===== src/rtl/avln_st_byte_ser.sv =====
// avln_st_byte_ser: Avalon-ST W-bit word to B-bit symbol serializer.
// Define AVLN_ST_BYTE_SER_PROTO_CHECK_EN to build sink packet-protocol checking on proto_err.
module avln_st_byte_ser #(
  parameter int B = 8,
  parameter int W = 32,
  localparam int BPW = W / B,
  localparam int EW = $clog2(BPW)
) (
  input  logic          clk,
  input  logic          reset,
  input  logic [W-1:0]  in_data,
  input  logic          in_sop,
  input  logic          in_eop,
  input  logic [EW-1:0] in_empty,
  input  logic          in_valid,
  output logic          in_ready,
  output logic [B-1:0]  out_data,
  output logic          out_sop,
  output logic          out_eop,
  output logic          out_valid,
  input  logic          out_ready,
  output logic          proto_err
);
  typedef enum logic {IDLE, SHIFT} state_t;
  state_t state_q, state_d;
  logic [W-1:0] hw_q, hw_d;
  logic h_sop_q, h_sop_d, h_eop_q, h_eop_d;
  logic [EW-1:0] idx_q, idx_d, lim_q, lim_d;
  logic xfer, done, acc;
  // The held word shifts left per symbol, so the current symbol is always the top B bits
  assign out_valid = state_q == SHIFT;
  assign out_data  = hw_q[W-1 -: B];
  assign out_sop   = out_valid && h_sop_q && idx_q == '0;
  assign out_eop   = out_valid && h_eop_q && idx_q == lim_q;
  assign xfer      = out_valid && out_ready;
  assign done      = xfer && idx_q == lim_q;
  assign in_ready  = !reset && (state_q == IDLE || done);
  assign acc       = in_valid && in_ready;
  // BPW is a power of 2, so BPW-1-in_empty reduces to ~in_empty
  always_comb begin
    state_d = acc ? SHIFT : done ? IDLE : state_q;
    hw_d    = acc ? in_data : xfer ? hw_q << B : hw_q;
    h_sop_d = acc ? in_sop : h_sop_q;
    h_eop_d = acc ? in_eop : h_eop_q;
    idx_d   = acc ? '0 : (xfer && !done) ? idx_q + 1'b1 : idx_q;
    lim_d   = acc ? (in_eop ? ~in_empty : '1) : lim_q;
  end
  always_ff @(posedge clk) begin
    if (reset) begin
      state_q <= IDLE;
      hw_q    <= '0;
      h_sop_q <= 1'b0;
      h_eop_q <= 1'b0;
      idx_q   <= '0;
      lim_q   <= '0;
    end else begin
      state_q <= state_d;
      hw_q    <= hw_d;
      h_sop_q <= h_sop_d;
      h_eop_q <= h_eop_d;
      idx_q   <= idx_d;
      lim_q   <= lim_d;
    end
  end
`ifdef AVLN_ST_BYTE_SER_PROTO_CHECK_EN
  logic in_pkt_q, in_pkt_d, err_q, err_d;
  // An sop+eop word opens and closes the packet in one accept
  always_comb begin
    in_pkt_d = acc ? !in_eop && (in_sop || in_pkt_q) : in_pkt_q;
    err_d    = acc && (in_sop == in_pkt_q || (in_empty != '0 && !in_eop));
  end
  always_ff @(posedge clk) begin
    if (reset) begin
      in_pkt_q <= 1'b0;
      err_q    <= 1'b0;
    end else begin
      in_pkt_q <= in_pkt_d;
      err_q    <= err_d;
    end
  end
  assign proto_err = err_q;
`else
  assign proto_err = 1'b0;
`endif
endmodule


===== config.mk =====
export PLATFORM = sky130hd
export DESIGN_NAME = avln_st_byte_ser
export DESIGN_NICKNAME = d
export VERILOG_FILES = /design/src/rtl/avln_st_byte_ser.sv
export SDC_FILE = /design/constraint.sdc
export NUM_CORES = 1
export LEC_CHECK = 0
export BUFFER_PORTS_ARGS = -buffer_cell sky130_fd_sc_hd__buf_4
export CAP_MARGIN = 20
export CORE_MARGIN = 2
export CORE_UTILIZATION = 56
export CTS_BUF_LIST = sky130_fd_sc_hd__clkbuf_8
export CTS_CLUSTER_SIZE = 14
export DETAILED_ROUTE_END_ITERATION = 7
export GPL_ROUTABILITY_DRIVEN = 0
export HOLD_SLACK_MARGIN = 0.15
export PLACE_DENSITY = 0.93
export SYNTH_ARGS = -nofsm -noshare
export SYNTH_HDL_FRONTEND = slang
export SYNTH_SLANG_ARGS = --single-unit

===== constraint.sdc =====
create_clock -name clk -period 2.2 [get_ports clk]
set_clock_uncertainty 0.15 [all_clocks]
set_input_delay 0.22 -clock clk [delete_from_list [all_inputs] [get_ports clk]]
set_output_delay 0.22 -clock clk [all_outputs]
set_load 0.1 [all_outputs]

# Yosys cells after proc, flatten, opt, wreduce, memory -nomap -nowiden
# Cells that the tools add are included.
[classes]
add_sub_neg = 1
multipliers = 0
div_mod_pow = 0
order_cmp = 0
n_eq_ne = 1
n_shift = 0
muxes = 5
n_bitwise = 2
reduce_logical = 16
[op_table]
columns = ["cell", "n"]
rows = [
  ["32-bit two-way mux", 2],
  ["1-bit logical AND", 9],
  ["2-bit nonzero test", 2],
  ["2-bit by 1-bit adder with 2-bit output (second input constant)", 1],
  ["2-bit equality test", 1],
  ["1-bit zero test", 2],
  ["2-bit zero test", 1],
  ["1-bit two-way mux", 2],
  ["2-bit two-way mux", 1],
  ["2-bit inverter", 1],
  ["2-bit OR reduction", 1],
  ["1-bit logical OR", 1],
  ["1-bit inverter", 1],
]
[word_totals]
regBits = 39
latchBits = 0
ram_bits = 0
mem_bits_ro = 0
in_bits = 40
out_inout_bits = 13
elab_cells = 31
n_memories = 0

# Logic depth before layout (Yosys ltp)
# Gate-level depths: netlist of the first run.
[depth]
word_depth = 6
ltp_mapped = 5
mapped_depth_nobuf = 4

# Worst setup path before layout of the first run
# No wires, ideal clock.
[synth_timing]
path_kind = "register -> output"
startpoint = "reg state_q, in the netlist out_valid"
endpoint = "out out_eop"
t_arrival_ns = 2.399
required_ns = 1.830
slack_ns = -0.569
stages_incl_launch_ff = 4
n_path_buf = 2
path_cell_list = "dfxtp_1 -> buf_2 -> clkbuf_1 -> and4_1"
[synth_via]
elab_chain_cells = 2
[synth_lines]
columns = ["element", "line_no", "text"]
rows = [
  ["start, declared", "25", "state_t state_q, state_d;"],
  ["start signal, assigned", "57", "state_q <= state_d;"],
  ["1-bit logical AND (2 in series)", "34", "assign out_eop = out_valid && h_eop_q && idx_q == lim_q;"],
  ["end, declared", "19", "output logic out_eop,"],
]
# Every way passes these cells.

# Final worst setup path of the first run
[layout_timing]
startpoint = "reg idx_q[0]"
endpoint = "out in_ready"
[layout_via]
elab_chain_cells = 4
[layout_lines]
columns = ["element", "line_no", "text"]
rows = [
  ["start, declared", "28", "logic [EW-1:0] idx_q, idx_d, lim_q, lim_d;"],
  ["start signal, assigned", "61", "idx_q <= idx_d;"],
  ["2-bit equality test", "36", "assign done = xfer && idx_q == lim_q;"],
  ["1-bit logical AND", "36", ""],
  ["1-bit logical OR", "37", "assign in_ready = !reset && (state_q == IDLE || done);"],
  ["1-bit logical AND", "37", ""],
  ["end, declared", "16", "output logic in_ready,"],
]
# Every way passes these cells.

==> run_results.csv, run 1 <==
group,metric,value,unit
clock_tree,clock-sinks,39,
global_route,grt_pass1_wl,8360,um
global_route,grt_use_met1,36.9,%
power_and_ir_drop,vdd_ir_drop_max,0.000635,V
timing,final-max-slew-violation-count,0,
worst_hold_path,worstHoldStart,"in_data[23]",
synthesis,synthArstFlopShare,0,%
global_route,antenna_found_initial,0,
clock_tree,post_cts_buffers,0,
critical_path,start_kind,"register",
floorplan,die_width,60.3,um
synthesis,synthCells,211,
critical_path,crit_fanout,5,
timing,setup_viol,0,
clock_tree,clk_pin_slew,0.08,ns
place,io_buffer_count,51,
floorplan,io_pins,53,
timing,finalHoldViolCount,0,
synthesis,synth_top_area_share,44.0,%
worst_hold_path,min_delay_path_depth,3,
critical_path,crit_family,"XOR/XNOR gates",
synthesis,ys_seq_area_share,44.0,%
layout,area_delta_synth_final,45.7,%
synthesis,synth_edf_count,0,
routing,dr.pass1.iters,5,
global_route,track_usage,32.2,%
global_route,gr-usage-met3,8.87,%
routing,post_drt_wl_per_cell,16.3,um
layout,layout-drive-gt1-share,25.9,%
global_route,grt_max_degree,51,
floorplan,rows,20,
power_and_ir_drop,power_density,757,nW/um^2
floorplan,start_util,58.6,%
critical_path,crit_path_cell_trace,"xnor2_1, a31oi_1, nor2_2, buf_4",
synthesis,yosys_most_used_dff,"dfxtp_1",
worst_hold_path,hold_path_end,"hw_q[23]",
run_status,outcome,"completed",
power_and_ir_drop,cellLeakagePower,1.04,nW
timing,period_needed,2.11,ns
routing,detail-route-antenna-nets,0,
timing,finalSetupTns,0,ns
power_and_ir_drop,power,1.96,mW
timing,max-slew-margin-rel,54.3,%
timing,tightest_slew,0.686,ns
flow_run,drv_cap,0,
critical_path,slowest_stage,"xnor2_1",
routing,via_per_inst,5.78,
synthesis,synthesis.area,1780,um^2
layout,nNetsFinal,322,
critical_path,r2r-start,"idx_q[0]",
clock_tree,cts_buffers,5,
layout,antenna_cells,0,
floorplan,fp.dieH,60.3,um
clock_tree,ctsLongestPathBuffers,2,
synthesis,yosysUniqueCellTypes,24,
critical_path,cp.required,1.83,ns
critical_path,reg2reg_slack,0.36,ns
synthesis,yosys-top-cells-count,"dfxtp_1 (39), nor2_1 (37), nand2_1 (29)",
floorplan,dieArea,3640,um^2
timing,fmax,474,MHz
global_route,top_usage_layer,"met2",
timing,rsz0062_at_grt,"false",
critical_path,crit_arrival,1.74,ns
critical_path,crit_path_end_kind,"primary output",
clock_tree,cts-root-buf,"clkbuf_8",
global_route,grt_overflow,0,
critical_path,r2r_end,"lim_q[1]",
synthesis,syn_area_per_cell,8.41,um^2
synthesis,synth-warning-count,0,
critical_path,ff2ff_path_depth,4,
place,place_hpwl,2670,um
floorplan,coreArea,3030,um^2
clock_tree,cts_tree,"built",
clock_tree,insertion_delay,0.29,ns
worst_hold_path,worstHoldPathType,"input port to register",
routing,vias,1884,
clock_tree,htreeDepth,2,
global_route,grt_util_met2,54.8,%
routing,drtIter0Drc,138,
synthesis,synth_area_leaders,"dfxtp_1 (44%), a311oi_1 (11%), nor2_1 (7.8%), nand3_1 (6.8%), nand2_1 (6.1%)",
synthesis,syn_nets,252,
routing,wirelength,5320,um
synthesis,ys_seq_elements,39,
routing,drc,0,
synthesis,yosysMostFrequentCell,"dfxtp_1",
synthesis,synth_top_area_cell,"dfxtp_1",
critical_path,critPathKind,"register to primary output",
critical_path,critPathMaxStageDelay,0.42,ns
timing,post-route-period-util,96.0,%
critical_path,cp_num_buf_inv,1,
global_route,grt_pass1_vias,1759,
report_power, final:
part	switching, mW	internal (mW)
registers	0.0418	0.772
clock network	0.253	0.367
logic	0.333	0.190
registers in the layout (all words and copies together) (netlist names):
| name | cells |
|---|---|
| hw_q | 32 |
| h_sop_q | 1 |
| lim_q | 2 |
| out_valid | 1 |
| h_eop_q | 1 |
| idx_q | 2 |
cells in the final DEF (no fill, tap or decap):
cell type,synthesis,layout
nor2_2,0,1
and4_2,0,1
a22oi_1,8,8
bufinv_16,0,1
ha_1,1,1
nand3_1,24,24
dlygate4sd3_1,0,36
a31oi_1,1,1
buf_12,0,1
nor2b_1,1,1
a41oi_4,0,1
nor2_1,37,36
a311oi_1,22,22
clkinv_2,0,1
a311oi_2,4,4
xnor2_2,0,1
inv_1,3,3
conb_1,1,1
dfxtp_1,39,38
buf_4,10,53
a21oi_1,4,4
nor3_1,2,2
nand2_1,29,29
clkbuf_8,0,6
dfxtp_2,0,1
and3_2,0,1
mux2i_1,1,1
a41o_2,0,1
xnor2_1,3,2
worst max path at each step:
stage                     depth (start not counted)  startpoint  slack (ns)       end
after floorplan                                   3   out_valid        0.02   out_eop
after global placement                            4    lim_q[1]        0.37  lim_q[0]
after detailed placement                          4    lim_q[1]        0.30  lim_q[0]
after CTS                                         4    lim_q[1]         0.1  in_ready
after global routing                              4    idx_q[0]        0.02  in_ready
final                                             4    idx_q[0]        0.09  in_ready
worst min-delay path, stage by stage:
cell	delay (ns)
buf_4	0.11
nor2_1	0.16
a311oi_1	0.07
final cells by class:
type	count	area (um^2)
Clock buffer	6	82.6
Timing Repair Buffer	90	778
Clock inverter	2	35.0
Tap cell	44	55.1
Sequential cell	39	782
Multi-Input combinational cell	142	842
Inverter	3	11.3
Fill cell	158	442
kinds of logic (layout without fill, tap and decap cells):
family                   after synthesis  after routing  share of synthesized area, %
AO/OA/AOI/OAI                         41             41                          20.6
XOR/XNOR                               3              3                          1.48
adder cells (fa/ha/maj)                1              1                         0.705
buffers and inverters                 30            101                          10.0
flip-flops                            39             39                          44.0
multiplexers                           1              1                         0.564
other                                  1              1                         0.211
AND/OR/NAND/NOR                       95             95                          22.5
metal layers:
layer  vias up  wire length (um)
met1       884              2010
met3        17               385
met2       102              2740
met5         -                 0
li1        881                 -
met4         0               187
per-stage QoR:
step | setup WS, ns | utilization [%] | cell area [um^2] | hold slack, ns | instances
3_3_place_gp | 0.371 | 69.3 | 2100 | 0.277 | 282
2_1_floorplan | 0.0208 | - | 1780 | 0.179 | 211
4_1_cts | 0.0976 | 85.1 | 2580 | 0.161 | 326
3_5_place_dp | 0.298 | 69.3 | 2100 | 0.276 | 282
5_1_grt | 0.0171 | 85.4 | 2590 | 0.200 | 326
6_report | 0.0888 | 85.4 | 2590 | 0.167 | 326
repair_timing:
item,CTS,global route
endpoints found under the setup margin,0,2
gates resized for setup,0,2
endpoints found under the hold margin,36,0
hold buffers,36,0
No activity file was read; power rests on OpenSTA's default activity.
==> inputs of run 2 (changes only) <==
- CORE_MARGIN: 2 -> unset
- PLACE_DENSITY: 0.93 -> 0.92
- TNS_END_PERCENT: unset -> 50
==> run 2 against run 1 <==
Global-route usage down 3.1 points. Count of clock-buffer cells in the layout is 1 lower. Critical path depth unchanged. Critical endpoint unchanged. Highest routed layer unchanged.
==> run_results.csv, run 2 (synthesis gave the netlist of run 1 again) <==
group,metric,value,unit
worst_hold_path,worstHoldStart,"in_data[23]",
layout,regMostFlops,"hw_q",
floorplan,fp.dieH,58.3,um
place,place_hpwl,2550,um
critical_path,crit_path_end_kind,"primary output",
critical_path,start_kind,"register",
critical_path,crit_fanout,5,
timing,finalHoldViolCount,0,
clock_tree,clk_pin_slew,0.07,ns
clock_tree,htreeDepth,2,
critical_path,crit_start,"idx_q[0]",
floorplan,dieArea,3400,um^2
power_and_ir_drop,vdd_ir_drop_max,0.000611,V
critical_path,crit_arrival,1.77,ns
layout,layout-drive-gt1-share,25.2,%
timing,setup_viol,0,
floorplan,io_pins,53,
clock_tree,ctsLongestPathBuffers,2,
routing,drtIter0Drc,115,
clock_tree,cts-root-buf,"clkbuf_8",
clock_tree,insertion_delay,0.29,ns
flow_run,drv_cap,0,
timing,period_needed,2.14,ns
timing,final-max-slew-violation-count,0,
layout,area_delta_synth_final,45.0,%
layout,nNetsFinal,323,
clock_tree,clock-sinks,39,
timing,fmax,468,MHz
timing,rsz0062_at_grt,"false",
layout,antenna_cells,0,
critical_path,r2r-start,"idx_q[0]",
critical_path,reg2reg_slack,0.38,ns
floorplan,start_util,58.6,%
routing,drc,0,
place,io_buffer_count,51,
global_route,grt_pass1_wl,7450,um
routing,post_drt_wl_per_cell,14.0,um
critical_path,critPathKind,"register to primary output",
floorplan,die_width,58.3,um
layout,mostFrequentLayoutCells,"buf_4 (54), dfxtp_1 (38), nor2_1 (36), dlygate4sd3_1 (36), nand2_1 (29)",
global_route,track_usage,29.1,%
timing,max-slew-margin-rel,61.3,%
layout,seqCellArea,782,um^2
floorplan,coreArea,3030,um^2
worst_hold_path,worstHoldPathType,"input port to register",
clock_tree,cts_tree,"built",
routing,detail-route-antenna-nets,0,
layout,fillers,159,
floorplan,rows,20,
timing,finalSetupTns,0,ns
layout,largestRegisters,"hw_q x32, idx_q x2, lim_q x2",
layout,mostFrequentLayoutCell,"buf_4",
timing,post-route-period-util,97.1,%
critical_path,cp.required,1.83,ns
global_route,grt_max_degree,51,
clock_tree,post_cts_buffers,0,
clock_tree,cts_buffers,5,
layout,largest_reg_flops,32,
routing,dr.pass1.iters,4,
run_status,outcome,"completed",
global_route,antenna_found_initial,0,
power_and_ir_drop,cellLeakagePower,1.03,nW
timing,tightest_slew,0.580,ns
layout,multi_input_area,833,um^2
power_and_ir_drop,power_density,737,nW/um^2
timing,holdWs,0.180,ns
global_route,grt_overflow,0,
routing,wirelength,4570,um
global_route,grt_pass1_vias,1720,
routing,vias,1801,
routing,via_per_inst,5.52,
## run 2: cell type report
cell class	instances	share of cell area [%]
inverters	3	0.438
clock inverters	2	1.46
repair buffers	91	30.5
well taps	44	2.14
clock buffers	5	2.67
multi-input cells	142	32.4
flip-flops and latches	39	30.4
## run 2: metal layers
layer / global-route usage, % / vias up / share of wire, %
met5: 0 / - / 0
met4: 13.3 / 0 / 3.0
met3: 6.15 / 13 / 5.6
met2: 52.1 / 79 / 50
met1: 33.2 / 826 / 41
li1: - / 883 / -
## run 2: final timing paths
kind              endpoint  cells past startpoint
hold reg to reg    h_sop_q                      2
setup reg to reg   hw_q[0]                      5
setup / recovery  in_ready                      4
hold / removal    hw_q[23]                      3
## run 2: power breakdown
group / switching, mW / total [mW] / internal (mW)
clock network: 0.243 / 0.575 / 0.331
registers: 0.0398 / 0.812 / 0.772
logic: 0.319 / 0.510 / 0.191
total: 0.602 / 1.90 / 1.29
## run 2: per-stage QoR
stage          utilization [%]  setup WS (ns)  area [um^2]  power [mW]  std cells
2_1_floorplan                -         0.0208         1780        1.18        211
3_3_place_gp              69.6          0.525         2110        1.27        283
3_5_place_dp              69.6          0.461         2110        1.28        283
4_1_cts                   85.0          0.177         2570        1.89        326
5_1_grt                   85.0         0.0116         2570        1.97        326
6_report                  85.0         0.0632         2570        1.90        326
## run 2: critical path: stages, from the launching register on
cell and delay (ns):
dfxtp_1 0.35, xnor2_1 0.46, a31oi_1 0.26, nor2_2 0.12
buf_4 0.29
## run 2: what timing repair did
action	CTS	global route
endpoints found under the hold margin	36	0
resized for setup	0	0
hold buffers	36	0
